$ cat config.mk
export PLATFORM = sky130hd
export DESIGN_NAME = alu_rs
export DESIGN_NICKNAME = d
export VERILOG_FILES = /design/src/rtl/alu_rs.sv
export SDC_FILE = /design/constraint.sdc
export NUM_CORES = 1
export LEC_CHECK = 0
export ABC_CLOCK_PERIOD_IN_PS = 3700
export BUFFER_PORTS_ARGS = -buffer_cell sky130_fd_sc_hd__buf_2
export CAP_MARGIN = 5
export CORE_ASPECT_RATIO = 0.8
export CORE_MARGIN = 5
export CORE_UTILIZATION = 25
export CTS_CLUSTER_DIAMETER = 30
export CTS_CLUSTER_SIZE = 8
export DETAILED_ROUTE_END_ITERATION = 8
export GPL_TIMING_DRIVEN = 0
export RECOVER_POWER = 100
export SETUP_SLACK_MARGIN = 0.2
export SYNTH_ARGS = -nofsm -noshare
export SYNTH_HDL_FRONTEND = slang
export SYNTH_SLANG_ARGS = --single-unit
export TNS_END_PERCENT = 1
$ cat constraint.sdc
create_clock -name clk -period 3.7 [get_ports clk]
set_input_delay 0.74 -clock clk [delete_from_list [all_inputs] [get_ports clk]]
set_output_delay 0.74 -clock clk [all_outputs]
set_load 0.02 [all_outputs]
$ cat src/rtl/alu_rs.sv
// ALU reservation station: holds renamed packets until both sources are ready,
// wakes operands from the CDB and offers the oldest ready entry to the ALU.
package alu_rs_pkg;
    localparam int PKG_TAG_W = 7;
    localparam int PKG_ROB_W = 5;

    typedef struct packed {
        logic [31:0]          pc;
        logic [PKG_TAG_W-1:0] rs1_tag;
        logic                 rs1_ready;
        logic [PKG_TAG_W-1:0] rs2_tag;
        logic                 rs2_ready;
        logic [PKG_TAG_W-1:0] rd_new_tag;
        logic                 rd_used;
    } rename_pkt_t;

    typedef struct packed {
        logic [31:0]          pc;
        logic [PKG_ROB_W-1:0] rob_tag;
        logic [PKG_TAG_W-1:0] rs1_tag;
        logic [PKG_TAG_W-1:0] rs2_tag;
        logic [PKG_TAG_W-1:0] rd_tag;
    } issue_pkt_t;
endpackage

module alu_rs
    import alu_rs_pkg::*;
#(
    parameter int DEPTH = 8,
    parameter int TAG_W = PKG_TAG_W,
    parameter int ROB_W = PKG_ROB_W,
    parameter int CNT_W = $clog2(DEPTH + 1)
) (
    input  logic             clk,
    input  logic             rst_n,
    input  logic             disp_valid_i,
    output logic             disp_ready_o,
    input  rename_pkt_t      disp_pkt_i,
    input  logic [ROB_W-1:0] disp_rob_tag_i,
    input  logic             cdb_valid_i,
    input  logic [TAG_W-1:0] cdb_tag_i,
    output logic             issue_valid_o,
    input  logic             issue_ready_i,
    output issue_pkt_t       issue_pkt_o,
    input  logic             flush_i,
    output logic [CNT_W-1:0] count_o
);
    localparam int IDX_W = (DEPTH > 1) ? $clog2(DEPTH) : 1;

    logic [DEPTH-1:0] valid_q;
    logic [DEPTH-1:0] rs1_rdy_q;
    logic [DEPTH-1:0] rs2_rdy_q;
    logic [DEPTH-1:0] rd_used_q;
    logic [31:0]      pc_q      [DEPTH];
    logic [ROB_W-1:0] rob_q     [DEPTH];
    logic [TAG_W-1:0] rs1_tag_q [DEPTH];
    logic [TAG_W-1:0] rs2_tag_q [DEPTH];
    logic [TAG_W-1:0] rd_tag_q  [DEPTH];
    // age_q[i][j] = 1: entry i is older than entry j
    logic [DEPTH-1:0] age_q     [DEPTH];
    logic [CNT_W-1:0] count_q;

    logic [DEPTH-1:0] ready_vec;
    logic [DEPTH-1:0] older_ready;
    logic [DEPTH-1:0] cdb_hit1;
    logic [DEPTH-1:0] cdb_hit2;
    logic [IDX_W-1:0] sel_idx;
    logic [IDX_W-1:0] free_idx;
    logic             disp_fire;
    logic             issue_fire;
    logic             disp_rs1_rdy;
    logic             disp_rs2_rdy;

    // Both ports are valid/ready: a transfer happens on a rising edge where
    // valid and ready are both high and flush_i is low. Valid does not wait
    // for ready, and the issue offer may change while ready is low.
    assign disp_ready_o = (count_q < CNT_W'(DEPTH));
    assign count_o      = count_q;
    assign ready_vec    = valid_q & rs1_rdy_q & rs2_rdy_q;
    assign issue_valid_o = |ready_vec;
    assign disp_fire    = disp_valid_i & disp_ready_o & ~flush_i;
    assign issue_fire   = issue_valid_o & issue_ready_i & ~flush_i;

    assign disp_rs1_rdy = disp_pkt_i.rs1_ready |
                          (cdb_valid_i && (TAG_W'(disp_pkt_i.rs1_tag) == cdb_tag_i));
    assign disp_rs2_rdy = disp_pkt_i.rs2_ready |
                          (cdb_valid_i && (TAG_W'(disp_pkt_i.rs2_tag) == cdb_tag_i));

    always_comb begin
        cdb_hit1 = '0;
        cdb_hit2 = '0;
        for (int i = 0; i < DEPTH; i++) begin
            cdb_hit1[i] = cdb_valid_i && (rs1_tag_q[i] == cdb_tag_i);
            cdb_hit2[i] = cdb_valid_i && (rs2_tag_q[i] == cdb_tag_i);
        end
    end

    // An entry loses the select if any older entry is also ready.
    always_comb begin
        older_ready = '0;
        for (int i = 0; i < DEPTH; i++) begin
            for (int j = 0; j < DEPTH; j++) begin
                older_ready[i] = older_ready[i] | (ready_vec[j] & age_q[j][i]);
            end
        end
    end

    always_comb begin
        sel_idx  = '0;
        free_idx = '0;
        for (int i = DEPTH - 1; i >= 0; i--) begin
            if (ready_vec[i] && !older_ready[i]) sel_idx = IDX_W'(i);
            if (!valid_q[i]) free_idx = IDX_W'(i);
        end
    end

    always_comb begin
        issue_pkt_o = '0;
        if (issue_valid_o) begin
            issue_pkt_o.pc      = pc_q[sel_idx];
            issue_pkt_o.rob_tag = PKG_ROB_W'(rob_q[sel_idx]);
            issue_pkt_o.rs1_tag = PKG_TAG_W'(rs1_tag_q[sel_idx]);
            issue_pkt_o.rs2_tag = PKG_TAG_W'(rs2_tag_q[sel_idx]);
            issue_pkt_o.rd_tag  = rd_used_q[sel_idx] ? PKG_TAG_W'(rd_tag_q[sel_idx]) : '0;
        end
    end

    always_ff @(posedge clk or negedge rst_n) begin
        if (!rst_n) begin
            valid_q   <= '0;
            rs1_rdy_q <= '0;
            rs2_rdy_q <= '0;
            age_q     <= '{default: '0};
            count_q   <= '0;
        end else if (flush_i) begin
            valid_q <= '0;
            count_q <= '0;
        end else begin
            for (int i = 0; i < DEPTH; i++) begin
                if (valid_q[i] && cdb_hit1[i]) rs1_rdy_q[i] <= 1'b1;
                if (valid_q[i] && cdb_hit2[i]) rs2_rdy_q[i] <= 1'b1;
            end
            if (issue_fire) valid_q[sel_idx] <= 1'b0;
            // The free slot is never the selected one, so these writes do not collide.
            if (disp_fire) begin
                valid_q[free_idx]   <= 1'b1;
                rs1_rdy_q[free_idx] <= disp_rs1_rdy;
                rs2_rdy_q[free_idx] <= disp_rs2_rdy;
                age_q[free_idx]     <= '0;
                for (int j = 0; j < DEPTH; j++) begin
                    if (valid_q[j]) age_q[j][free_idx] <= 1'b1;
                end
            end
            count_q <= count_q + CNT_W'(disp_fire) - CNT_W'(issue_fire);
        end
    end

    always_ff @(posedge clk) begin
        if (disp_fire) begin
            pc_q[free_idx]      <= disp_pkt_i.pc;
            rob_q[free_idx]     <= disp_rob_tag_i;
            rs1_tag_q[free_idx] <= TAG_W'(disp_pkt_i.rs1_tag);
            rs2_tag_q[free_idx] <= TAG_W'(disp_pkt_i.rs2_tag);
            rd_tag_q[free_idx]  <= TAG_W'(disp_pkt_i.rd_new_tag);
            rd_used_q[free_idx] <= disp_pkt_i.rd_used;
        end
    end
endmodule

==> flow_results.org <==
** Clocking
- Clock tree from TritonCTS :: built
- Clock latency on the worst-skew pair, taken at its later pin, is 0.66 ns.
- CTS saw 564 sinks.
- Clock Pin Slew Worst Setup and Hold Paths :: 0.05 ns
- Number of buffers created by CTS :: 108
- The H-tree was split into 3 levels.
- Largest buffer count on any clock path :: 3
- Root Buffer :: sky130_fd_sc_hd__clkbuf_16

** Place
- Port buffering added 129 buffers.
- Once placement completed, the tool counted placed cells totaling 2953.
- Post-DP HPWL :: 46.0 mm
- Routability-driven placement finished with a final weighted congestion of 0.877.
- Placed Instance Area :: 25200 µm²

** Route
- Number of vias per cell after detailed routing :: 4.96
- Drt drc :: 0
- The detail route stage leaves a number of antenna-violating nets equal to 0.
- Dividing the detail-routed wire length by the instance count gives 22.8 µm.
- The first TritonRoute pass finished after 5 iterations.
- Starting DRC count in detailed routing :: 1602
- WL final :: 73.1 mm
- For this block, the via count after detailed routing is 15900.

** Critical path
- The worst setup path is launched from a register.
- The signal on the critical path passes through buf_6, nand4_1, o2111ai_2, nand3b_1, buf_4, a211o_1, a21oi_4, buf_8, o21ai_0, or3_1, a211oi_4, buf_6.
- STA puts the critical path data required time at 2.96 ns.
- Highest cell delay on the worst timing path :: 0.42 ns
- For the worst setup path, the data arrival time is 3.80 ns.
- The kind of cell with the highest combined delay along the critical path is compound AO/OA/AOI/OAI gates.
- The largest individual stage delay along the critical path comes from the cell sky130_fd_sc_hd__dfrtp_1.
- The worst setup path is captured at an output port.
- By instance count, the cell type seen most on the critical path is sky130_fd_sc_hd__buf_6.
- Of all nets on the critical path, the largest fanout is 8.
- The critical path contains buffers and inverters numbering 4 combined.
- The critical path is of the register to output port type.

** Timing
- Normalized max-slew margin :: -24.6%
- Final setup margin :: -0.837 ns
- Total setup violations reported at the end of the flow :: 58
- Final clock period utilization by the worst path :: 123%
- Transition at the pin with the smallest max-transition slack :: 1.87 ns
- Final Skew :: 0.0160 ns
- Min Tclk post-route :: 4.54 ns
- Setup repair after global routing could not meet its margin everywhere.
- The final-report hold violation count was 0.
- Timing would allow up to 220 MHz.
- Pins over their slew limit :: 275

** Final layout
- Top library cells by usage in the layout, fill and taps aside :: sky130_fd_sc_hd__edfxtp_1, sky130_fd_sc_hd__nor2_1, sky130_fd_sc_hd__o22ai_1, sky130_fd_sc_hd__clkbuf_16, sky130_fd_sc_hd__xor2_1
- At the end of the flow the core is filled with cells to 33.9%.
- Number of nets in the final layout :: 1984
- The sequential cells in the finished layout cover a total of 16500 µm².
- Area delta synth->final :: 34.9%
- Most common cell after layout, fill and taps aside :: sky130_fd_sc_hd__edfxtp_1
- Final-layout fill cell count :: 8701
- Final instance area :: 30800 µm²
- The finished layout holds 3206 standard cells, fillers aside.
- The multi-input combinational cells in the finished layout cover a total of 6420 µm².
- The post-route netlist has 25.8% of its cells at a drive strength greater than 1.

** Status
- Run status :: finished with violations
- Violations in the final reports :: max-capacitance violations, max-slew violations, negative setup slack

** Floorplanning
- Overall die width :: 348 µm
- Core region area :: 90800 µm²
- Full die area :: 97300 µm²
- Pin placement for this block handled 138 I/O pins.
- Row generation in the floorplan step produced 99 rows.
- Starting utilization of the core area :: 25.1%
- Die height :: 280 µm

** Yosys
- The Yosys step of the flow raised 0 warnings.
- Mean Syn Cell Area :: 14.2 µm²
- In this run, synthesis inferred 472 flip-flops with an integrated enable.
- Post-synth net total :: 1685
- In the synthesized netlist the dominant register cell turns out to be sky130_fd_sc_hd__edfxtp_1.
- Yosys mapped the design onto 61 distinct sky130hd cell types.
- The synthesized netlist occupies a cell area of 22800 µm².
- The synthesized design contains 564 register bits.
- Of all flip-flops after synthesis, the portion carrying an async set or reset was 16.3%.
- Syn Inst Count :: 1606
- Fraction of the yosys area taken by sequential cells :: 72.3%

** Pwr
- VDD sags by at most 0.415 mV.
- After layout, the design draws a total of 18400 µW.
- Total leakage power :: 0.0108 µW
- Cell Pwr Density :: 599 nW/µm²

** GRT
- Global routing used 14.4% of the available tracks.
- Number of global-route vias before repair :: 15900
- The initial antenna violation count was 16.
- First-pass GRT wire length :: 106 mm
- Pin count of the biggest net entering global routing :: 72
- Final global-route overflow total :: 0

** Min path
- In this run the worst hold path is classified as input pin to register.

** Job
- Max-cap violations :: 4
[where the power goes]
group          leakage [µW]  internal, µW  switching [µW]
registers           0.00548          7080            90.2
logic               0.00346           433             772
clock network       0.00184          6810            3230
[cell usage after synthesis, drive strengths merged (39+ instances only)]
library cell	number	share of area [%]
buf	53	1.2
or4	59	1.9
dfrtp	92	10
o22ai	119	3.3
edfxtp	472	62
nand2	91	1.5
clkbuf	53	0.88
nor2	146	2.4
a21oi	39	0.87
xor2	113	4.3
o21ai	85	1.9
o221ai	52	2.0
[through the flow]
step | hold slack, ns | setup WS (ns) | setup TNS, ns
CTS | 0.320 | -0.766 | -37.72
finish | 0.445 | -0.837 | -42.99
detailed placement | 0.465 | -1.32 | -54.05
global route | 0.422 | -0.926 | -58.11
floorplan | 0.444 | 0.172 | 0
global placement | 0.461 | -1.73 | -846.48
[state kept, by name (all words and copies together) (netlist names), named ones only]
register and cells:
age_q 48, count_o 4, pc_q 256, rd_tag_q 56, rd_used_q 8, rob_q 40, rs1_rdy_q 8, rs1_tag_q 56
rs2_rdy_q 8, rs2_tag_q 56, valid_q 8
[logic make-up after synthesis]
kind of cell	count (synthesis)	share of synthesized area (%)
multiplexers	4	0.198
adder cells (fa/ha/maj)	5	0.307
flip-flops	564	72.3
AND/OR/NAND/NOR	412	9.17
buffers and inverters	134	2.55
AO/OA/AOI/OAI	358	10.5
XOR/XNOR	129	4.96
[final cells by class]
| class | count | share of cell area, % |
|---|---|---|
| Antenna cell | 7 | 0.0570 |
| Buffer | 106 | 3.30 |
| Clock buffer | 130 | 9.60 |
| Clock inverter | 62 | 2.65 |
| Inverter | 28 | 0.350 |
| Multi-Input combinational cell | 908 | 20.9 |
| Sequential cell | 564 | 53.6 |
| Tap cell | 1212 | 4.93 |
| Timing Repair Buffer | 189 | 4.65 |
[metal layers]
| metal | share of wire [%] | global-route usage (%) | vias to the layer above |
|---|---|---|---|
| met5 | 0.14 | 0 | - |
| met4 | 2.6 | 4.14 | 18 |
| met3 | 10 | 5.54 | 151 |
| met2 | 45 | 22.0 | 797 |
| met1 | 42 | 19.2 | 8073 |
| li1 | - | - | 6855 |
[worst paths after layout]
path | slack [ns] | to | cells past startpoint | startpoint
setup / recovery | -0.84 | issue_pkt_o[4] | 12 | rs1_rdy_q[4]
hold / removal | 0.45 | rob_q[0][0] | 1 | disp_rob_tag_i[0]
setup reg to reg | 0.02 | pc_q[7][9] | 8 | count_o[3]
hold reg to reg | 0.48 | age_q[23] | 2 | age_q[23]
max in group asynchronous | 0.49 | rs2_rdy_q[5] | 3 | rst_n
min in group asynchronous | 0.90 | age_q[58] | 2 | rst_n
[what timing repair did]
item	4_1_cts	5_1_grt
resized for setup	407	52
cloned	4	0
endpoints found under the hold margin	21	0
buffers inserted	33	16
endpoints found under the setup margin	61	58
pin swaps	32	43
hold buffers	1	0
Power figures use the tool's default switching activity.
